[config.mk]
export PLATFORM = sky130hd
export DESIGN_NAME = ber_uart_reporter
export DESIGN_NICKNAME = d
export VERILOG_FILES = /design/src/rtl/ber_uart_reporter.sv
export SDC_FILE = /design/constraint.sdc
export NUM_CORES = 1
export LEC_CHECK = 0
export ABC_AREA = 1
export CAP_MARGIN = 20
export CORE_UTILIZATION = 60
export DETAILED_ROUTE_END_ITERATION = 7
export PLACE_DENSITY = 0.91
export SLEW_MARGIN = 0
export SYNTH_ARGS = -nofsm -noshare
export SYNTH_HDL_FRONTEND = slang
export SYNTH_SLANG_ARGS = --single-unit
[constraint.sdc]
create_clock -name clk -period 11.2 [get_ports clk]
set_clock_uncertainty 0.2 [all_clocks]
set_input_delay 2.8 -clock clk [delete_from_list [all_inputs] [get_ports clk]]
set_output_delay 2.8 -clock clk [all_outputs]
set_load 0.005 [all_outputs]
[src/rtl/ber_uart_reporter.sv]
// ber_uart_reporter: serialises PRBS BER count snapshots as 10-byte UART frames.
// Frame: SYNC, total[31:0] MSB first, errors[31:0] MSB first, XOR checksum.
//
// Ports:
//   clk            system clock
//   rst            asynchronous active-high reset
//   send_data      snapshot-valid strobe, sampled every rising edge
//   error_bits_in  error count snapshot (valid with send_data)
//   total_bits_in  total bit count snapshot (valid with send_data)
//   tx             UART 8N1 serial output, idle high
//   busy           high while a frame is in flight
//   frame_done     one-cycle pulse after the last stop bit of a frame
//   drop_count     pending snapshots overwritten, saturating at 255
module ber_uart_reporter #(
    parameter int unsigned CLK_FREQ_HZ  = 100_000_000,
    parameter int unsigned BAUD         = 115200,
    parameter int unsigned CLKS_PER_BIT = CLK_FREQ_HZ / BAUD,
    parameter logic [7:0]  SYNC_BYTE    = 8'hA5
) (
    input  logic        clk,
    input  logic        rst,
    input  logic        send_data,
    input  logic [31:0] error_bits_in,
    input  logic [31:0] total_bits_in,
    output logic        tx,
    output logic        busy,
    output logic        frame_done,
    output logic [7:0]  drop_count
);

    localparam int unsigned CNT_W =
        (CLKS_PER_BIT > 1) ? $clog2(CLKS_PER_BIT) : 1;
    localparam logic [CNT_W-1:0] CNT_MAX = CNT_W'(CLKS_PER_BIT - 1);
    localparam logic [3:0] LAST_BYTE = 4'd9;
    localparam logic [2:0] LAST_BIT  = 3'd7;

    typedef enum logic [1:0] {
        S_IDLE,
        S_START,
        S_DATA,
        S_STOP
    } state_t;

    // Byte 0 sits in the low bits so each finished byte is shifted out
    // and the current byte is always frame_q[7:0].
    function automatic logic [79:0] build_frame(
        input logic [31:0] total,
        input logic [31:0] errs
    );
        logic [7:0] chk;
        chk = total[31:24] ^ total[23:16] ^ total[15:8] ^ total[7:0]
            ^ errs[31:24]  ^ errs[23:16]  ^ errs[15:8]  ^ errs[7:0];
        build_frame = {chk,
                       errs[7:0],   errs[15:8],
                       errs[23:16], errs[31:24],
                       total[7:0],  total[15:8],
                       total[23:16], total[31:24],
                       SYNC_BYTE};
    endfunction

    state_t           state_q, state_d;
    logic [CNT_W-1:0] cnt_q, cnt_d;
    logic [2:0]       bit_idx_q, bit_idx_d;
    logic [3:0]       byte_idx_q, byte_idx_d;
    logic [79:0]      frame_q, frame_d;
    logic [31:0]      pend_total_q, pend_total_d;
    logic [31:0]      pend_err_q, pend_err_d;
    logic             pend_valid_q, pend_valid_d;
    logic [7:0]       drop_q, drop_d;
    logic             done_q, done_d;

    logic        tick;
    logic        last_stop;
    logic        can_load;
    logic        take_new;
    logic        take_pend;
    logic        drop_inc;
    logic [31:0] load_total;
    logic [31:0] load_err;
    logic [7:0]  cur_byte;

    assign tick      = (cnt_q == CNT_MAX);
    assign last_stop = (state_q == S_STOP) && tick
                     && (byte_idx_q == LAST_BYTE);
    // A frame may load from IDLE or in the very cycle the previous one ends.
    assign can_load  = (state_q == S_IDLE) || last_stop;
    // A live sample beats whatever is waiting in the pending buffer.
    assign take_new  = can_load && send_data;
    assign take_pend = can_load && !send_data && pend_valid_q;

    assign load_total = send_data ? total_bits_in : pend_total_q;
    assign load_err   = send_data ? error_bits_in : pend_err_q;
    assign cur_byte   = frame_q[7:0];

    // Pending buffer and drop accounting.
    always_comb begin
        pend_total_d = pend_total_q;
        pend_err_d   = pend_err_q;
        pend_valid_d = pend_valid_q;
        drop_inc     = 1'b0;
        if (send_data && !can_load) begin
            pend_total_d = total_bits_in;
            pend_err_d   = error_bits_in;
            pend_valid_d = 1'b1;
            drop_inc     = pend_valid_q;
        end else if (take_new) begin
            pend_valid_d = 1'b0;
            drop_inc     = pend_valid_q;
        end else if (take_pend) begin
            pend_valid_d = 1'b0;
        end
        drop_d = drop_q;
        if (drop_inc && (drop_q != 8'hFF)) begin
            drop_d = drop_q + 8'd1;
        end
    end

    // Frame sequencer.
    always_comb begin
        state_d    = state_q;
        cnt_d      = cnt_q;
        bit_idx_d  = bit_idx_q;
        byte_idx_d = byte_idx_q;
        frame_d    = frame_q;
        done_d     = 1'b0;
        unique case (state_q)
            S_IDLE: begin
                if (take_new || take_pend) begin
                    state_d    = S_START;
                    cnt_d      = '0;
                    bit_idx_d  = '0;
                    byte_idx_d = '0;
                    frame_d    = build_frame(load_total, load_err);
                end
            end
            S_START: begin
                if (tick) begin
                    state_d   = S_DATA;
                    cnt_d     = '0;
                    bit_idx_d = '0;
                end else begin
                    cnt_d = cnt_q + 1'b1;
                end
            end
            S_DATA: begin
                if (tick) begin
                    cnt_d = '0;
                    if (bit_idx_q == LAST_BIT) begin
                        state_d = S_STOP;
                    end else begin
                        bit_idx_d = bit_idx_q + 3'd1;
                    end
                end else begin
                    cnt_d = cnt_q + 1'b1;
                end
            end
            S_STOP: begin
                if (tick) begin
                    cnt_d = '0;
                    if (byte_idx_q != LAST_BYTE) begin
                        state_d    = S_START;
                        byte_idx_d = byte_idx_q + 4'd1;
                        frame_d    = {8'h00, frame_q[79:8]};
                    end else begin
                        done_d = 1'b1;
                        if (take_new || take_pend) begin
                            // Back-to-back: no idle bit between frames.
                            state_d    = S_START;
                            bit_idx_d  = '0;
                            byte_idx_d = '0;
                            frame_d    = build_frame(load_total, load_err);
                        end else begin
                            state_d = S_IDLE;
                        end
                    end
                end else begin
                    cnt_d = cnt_q + 1'b1;
                end
            end
            default: begin
                state_d = S_IDLE;
            end
        endcase
    end

    always_ff @(posedge clk or posedge rst) begin
        if (rst) begin
            state_q      <= S_IDLE;
            cnt_q        <= '0;
            bit_idx_q    <= '0;
            byte_idx_q   <= '0;
            frame_q      <= '0;
            pend_total_q <= '0;
            pend_err_q   <= '0;
            pend_valid_q <= 1'b0;
            drop_q       <= '0;
            done_q       <= 1'b0;
        end else begin
            state_q      <= state_d;
            cnt_q        <= cnt_d;
            bit_idx_q    <= bit_idx_d;
            byte_idx_q   <= byte_idx_d;
            frame_q      <= frame_d;
            pend_total_q <= pend_total_d;
            pend_err_q   <= pend_err_d;
            pend_valid_q <= pend_valid_d;
            drop_q       <= drop_d;
            done_q       <= done_d;
        end
    end

    // Line level decodes straight from registered state, so tx drops
    // on the same edge that accepts a snapshot in IDLE.
    always_comb begin
        tx = 1'b1;
        unique case (state_q)
            S_IDLE:  tx = 1'b1;
            S_START: tx = 1'b0;
            S_DATA:  tx = cur_byte[bit_idx_q];
            S_STOP:  tx = 1'b1;
            default: tx = 1'b1;
        endcase
    end

    assign busy       = (state_q != S_IDLE);
    assign frame_done = done_q;
    assign drop_count = drop_q;

endmodule

==> results.yml, run 1 <==
yosys:
  ys_ff_latch: 173
  syn_area_um2: 10000
  syn_inst: 1344
  yosysSeqAreaShare: 0.433
  async_reset_ff_frac: 1.00
  synth_top_area_frac: 0.433
  syn_nets: 1421
  synth_edf_count: 0
  synth_top_area_cell: "dfrtp_1"
  syn_area_per_cell_um2: 7.45
  synthTopCellsByCount: "nand2_1, dfrtp_1, inv_1"
  synth_most_common_cell: "nand2_1"
  ys.flop_type: "dfrtp_1"
  synth_area_leaders: "dfrtp_1, nand2_1, o21ai_0"
  yosys_warnings: 0
  synthDistinctLibCells: 41
placed_design:
  place.gp.congestion: 0.839
  dpl.hpwl_um: 15800
  io_buffer_count: 77
  preCtsSetupSlack_ns: 5.37
clock_tree:
  tritoncts: "done"
  cts_sinks: 173
  htreeDepth: 4
  post_cts_buffers: 0
  cts_resized: 0
  root_buffer: "clkbuf_16"
  clk_latency_ns: 0.44
  cts_hold_buf: 0
  numCtsBuffers: 17
  clockBufferDepth: 2
  clk_pin_slew_worst_paths_ns: 0.06
sta:
  final.period_utilization: 0.487
  slew_headroom: 0.283
  setup_viol: 0
  clock.fmax_mhz: 183
  drv_slew: 0
  rsz0062_at_grt: "false"
  fin_ws_ns: 5.74
  final.setup.tns_ns: 0
  post-route-min-period_ns: 5.46
  finalHoldViolCount: 0
  tightest_slew_ns: 1.07
detailed_routing:
  vias_per_cell: 5.50
  drtPass1Iterations: 6
  vias: 8886
  totalWireLength_um: 23500
  drc_errors: 0
  drt_iter0_drc: 812
  wl_per_cell_um: 14.5
  drtAntennaViolNets: 0
pwr:
  power_density_nw_per_um2: 135
  peakVddDrop_mv: 0.119
  p_leak_uw: 0.00560
worst_setup_path:
  crit_type: "input pin to flip-flop"
  cp_slowest_cell: "buf_4"
  reg2reg_slack_ns: 8.28
  cp-end-kind: "flip-flop"
  start_kind: "input pin"
  slowest_delay_ns: 0.63
  worstPathCellList: "buf_4 -> buf_4 -> nor2_4 -> inv_1 -> nand2_2 -> nand2_4 -> nand2_2 -> nand2_1 -> o21ai_1"
  path_delay_family: "simple AND/OR/NAND/NOR gates"
  critPathMaxFanout: 71
  cp.depth: 9
  timing.critical_path.buf_inv: 3
  r2r_cells: 10
  arrival_ns: 5.54
  crit_required_ns: 11.28
final_layout:
  nets: 1463
  antennaDiodeCount: 0
  drive_gt1_frac: 0.0865
  areaGrowthSynthToFinish_pct: 12.5
global_routing:
  grt_max_degree: 124
  grt_pass1_vias: 8693
  grt_remaining_overflow: 0
  grt_pass1_wl_um: 40000
  grt.total_usage: 0.288
  antenna_found_initial: 0
floorplanning:
  ios: 78
  die_area_um2: 17200
  die_y_um: 131
  core.rowCount: 46
  die_w_um: 131
  initial_core_util: 0.623
  coreArea_um2: 16100
outcome:
  run_status: "finished, final reports clean"
worst_hold_path:
  min_path_type: "flip-flop to flip-flop"
  hold_depth: 2
run:
  maxCapViolCount: 0
-- cells by family (layout without fill, tap and decap cells) --
logic type,Yosys count,after routing,share of synthesized area
AO/OA/AOI/OAI,310,310,0.184
XOR/XNOR,30,30,0.0263
adder cells (fa/ha/maj),10,10,0.0125
buffers and inverters,215,270,0.102
flip-flops,173,173,0.433
multiplexers,1,1,0.00100
AND/OR/NAND/NOR,605,605,0.243
-- metrics by stage --
stage / hold slack (ns) / area (µm²) / std cells / power [µW] / util
floorplan: 0.237 / 10000 / 1344 / 841 / -
global placement: 0.252 / 10700 / 1583 / 925 / 0.665
detailed placement: 0.273 / 10700 / 1583 / 934 / 0.665
CTS: 0.289 / 11300 / 1615 / 1520 / 0.701
global route: 0.318 / 11300 / 1615 / 1580 / 0.701
finish: 0.290 / 11300 / 1615 / 1520 / 0.701
-- final timing paths --
path,start,endpoint
max reg2reg,state_q[0],frame_q[4]
max,send_data,frame_q[4]
min in group asynchronous,rst,pend_total_q[20]
max in group asynchronous,rst,frame_q[77]
min,pend_err_q[2],pend_err_q[2]
min reg2reg,pend_err_q[2],pend_err_q[2]
-- layer usage --
layer,global-route usage,vias to the layer above,routed length [µm]
met2,0.472,283,11300
li1,-,4331,-
met1,0.370,4211,10100
met5,0,-,0
met3,0.0509,61,1260
met4,0.134,0,818
-- report_power, final --
part / switching, µW / internal (µW) / leakage [µW]
Clock: 258 / 334 / 0.000268
Sequential: 20.8 / 658 / 0.00215
Combinational: 148 / 102 / 0.00319
-- state kept, by name (all words and copies together), names as in the netlist, 2 cells and up --
name          count
state_q           2
bit_idx_q         3
drop_count        8
pend_err_q       32
frame_q          80
pend_total_q     32
cnt_q            10
byte_idx_q        4
-- worst min-delay path, stage by stage, from the launching register on --
cell and delay, ns:
dfrtp_1 0.34, nand2_1 0.06, nand2_1 0.05
-- area by class of cell --
type	count	area, µm²
timing repair buffer	82	806
clock inverter	13	141
sequential	173	4330
inverter	156	596
fill	1215	4800
multi-input combinational	956	4680
clock buffer	19	443
tap	216	270
-- placed cells by master, fill, tap and decap left out, types with 10 or more instances in the layout --
cell type / netlist / routed
o21ai_2: 59 / 58
dfrtp_1: 173 / 173
clkdlybuf4s50_1: 0 / 76
nor2_1: 81 / 81
a21oi_1: 73 / 73
xnor2_1: 15 / 15
clkbuf_16: 0 / 17
nand3_1: 33 / 33
nand2_1: 466 / 466
o21ai_0: 138 / 138
o21ai_1: 16 / 16
xor2_1: 15 / 15
inv_1: 151 / 150
ha_1: 10 / 10
Power figures use the tool's default switching activity.
==> run 2, diff against run 1 <==
--- a/config.mk
+++ b/config.mk
@@ -7,9 +7,9 @@
 export LEC_CHECK = 0
 export ABC_AREA = 1
 export CAP_MARGIN = 20
-export CORE_UTILIZATION = 60
+export CORE_UTILIZATION = 59
 export DETAILED_ROUTE_END_ITERATION = 7
-export PLACE_DENSITY = 0.91
+export PLACE_DENSITY = 0.9
 export SLEW_MARGIN = 0
 export SYNTH_ARGS = -nofsm -noshare
 export SYNTH_HDL_FRONTEND = slang
==> constraint.sdc (replaced) <==
create_clock -name clk -period 5.7 [get_ports clk]
set_clock_uncertainty 0.2 [all_clocks]
set_input_delay 1.425 -clock clk [delete_from_list [all_inputs] [get_ports clk]]
set_output_delay 1.425 -clock clk [all_outputs]
set_load 0.005 [all_outputs]
==> results.yml, run 2 (synthesis gave the netlist of run 1 again) <==
outcome:
  run_status: "finished, final reports clean"
pwr:
  p_leak_uw: 0.00563
  finalPower_uw: 3040
  seqPwrFrac: 0.439
  switchingPower_uw: 870
  peakVddDrop_mv: 0.237
  sw_frac_of_total: 0.287
  pwr-share-comb: 0.161
  pwr-share-clk: 0.400
  power_density_nw_per_um2: 269
  internal_power_uw: 2170
detailed_routing:
  vias: 8891
  wl_met1_um: 10300
  maxUsedRoutingLayer: "met4"
  dr_wl_met3_um: 1320
  drtAntennaViolNets: 0
  drt_iter0_drc: 1007
  wl_per_cell_um: 14.6
  wl_met2_um: 11300
  drtPass1Iterations: 8
  vias_per_cell: 5.49
  drc_errors: 0
  totalWireLength_um: 23700
final_layout:
  ff_latch_area_um2: 4330
  nets: 1464
  antennaDiodeCount: 0
  fill_cells: 1265
  largest_reg_flops: 80
  layout_common_cells: "nand2_1, dfrtp_1, inv_1"
  top_regs: "frame_q x80, pend_err_q x32, pend_total_q x32"
  drive_gt1_frac: 0.0879
  areaGrowthSynthToFinish_pct: 13.0
  multi_input_area_um2: 4680
  regMostFlops: "frame_q"
  mostFrequentLayoutCell: "nand2_1"
floorplanning:
  die_w_um: 132
  die_area_um2: 17500
  core.rowCount: 47
  coreArea_um2: 16600
  die_y_um: 132
  initial_core_util: 0.604
  ios: 78
global_routing:
  grt_pass1_wl_um: 39900
  grt.total_usage: 0.286
  grt_pass1_vias: 8397
  grt_max_degree: 174
  grt_remaining_overflow: 0
  antenna_found_initial: 0
clock_tree:
  clk_latency_ns: 0.44
  clk_pin_slew_worst_paths_ns: 0.07
  htreeDepth: 4
  tritoncts: "done"
  cts_sinks: 173
  numCtsBuffers: 17
  post_cts_buffers: 0
  clockBufferDepth: 2
  root_buffer: "clkbuf_16"
  cts_hold_buf: 0
  cts_resized: 0
sta:
  rsz0062_at_grt: "false"
  drv_slew: 0
  final.setup.tns_ns: 0
  clock.fmax_mhz: 267
  final.period_utilization: 0.657
  finalHoldViolCount: 0
  setup_viol: 0
  slew_headroom: 0.269
  tightest_slew_ns: 1.10
  post-route-min-period_ns: 3.75
worst_hold_path:
  min_path_type: "flip-flop to flip-flop"
worst_setup_path:
  cp-end-kind: "output port"
  reg2reg_slack_ns: 2.77
  crit_type: "flip-flop to output port"
  arrival_ns: 2.12
  start_kind: "flip-flop"
  crit_required_ns: 4.07
  critPathMaxFanout: 7
placed_design:
  dpl.hpwl_um: 15600
  place.gp.congestion: 0.848
  io_buffer_count: 77
run:
  maxCapViolCount: 0
run 2: layer usage:
layer,GRT usage,vias up
met5,0,-
met4,0.110,0
met3,0.0527,58
met2,0.469,306
met1,0.379,4195
li1,-,4332
run 2: metrics by stage:
stage          setup slack, ns  hold slack [ns]  utilization  instance area (µm²)  std cells
2_1_floorplan             1.86            0.237            -                10000       1344
3_3_place_gp              2.05            0.249        0.645                10700       1588
3_5_place_dp              1.97            0.262        0.645                10700       1588
4_1_cts                   1.93            0.279        0.682                11300       1620
5_1_grt                   1.80            0.311        0.682                11300       1620
6_report                  1.95            0.279        0.682                11300       1620
run 2: worst paths after layout:
| kind | depth (start not counted) | from | to |
|---|---|---|---|
| max | 5 | state_q[0] | tx |
| min | 2 | pend_err_q[2] | pend_err_q[2] |
| max reg2reg | 10 | state_q[0] | byte_idx_q[0] |
| min reg2reg | 2 | pend_err_q[2] | pend_err_q[2] |
| max in group asynchronous | 3 | rst | frame_q[11] |
| min in group asynchronous | 3 | rst | pend_total_q[8] |
run 2: layout make-up:
cell class	count	area share
inverter	156	0.0526
tap	220	0.0243
multi-input combinational	956	0.413
sequential	173	0.383
clock buffer	18	0.0388
timing repair buffer	83	0.0730
clock inverter	14	0.0149
run 2: power groups by stage:
stage	logic, µW	registers [µW]	clock network (µW)
2_1_floorplan	302	1350	0
3_3_place_gp	464	1350	0
3_5_place_dp	480	1350	0
4_1_cts	488	1330	1220
5_1_grt	549	1340	1270
6_report	490	1330	1210
run 2: critical path, cell delays in order (launching register included):
cell             delay (ns)
dfrtp_1                0.43
inv_1                  0.10
ha_1                   0.28
o211ai_1               0.14
a21oi_1                0.19
clkdlybuf4s50_1        0.53
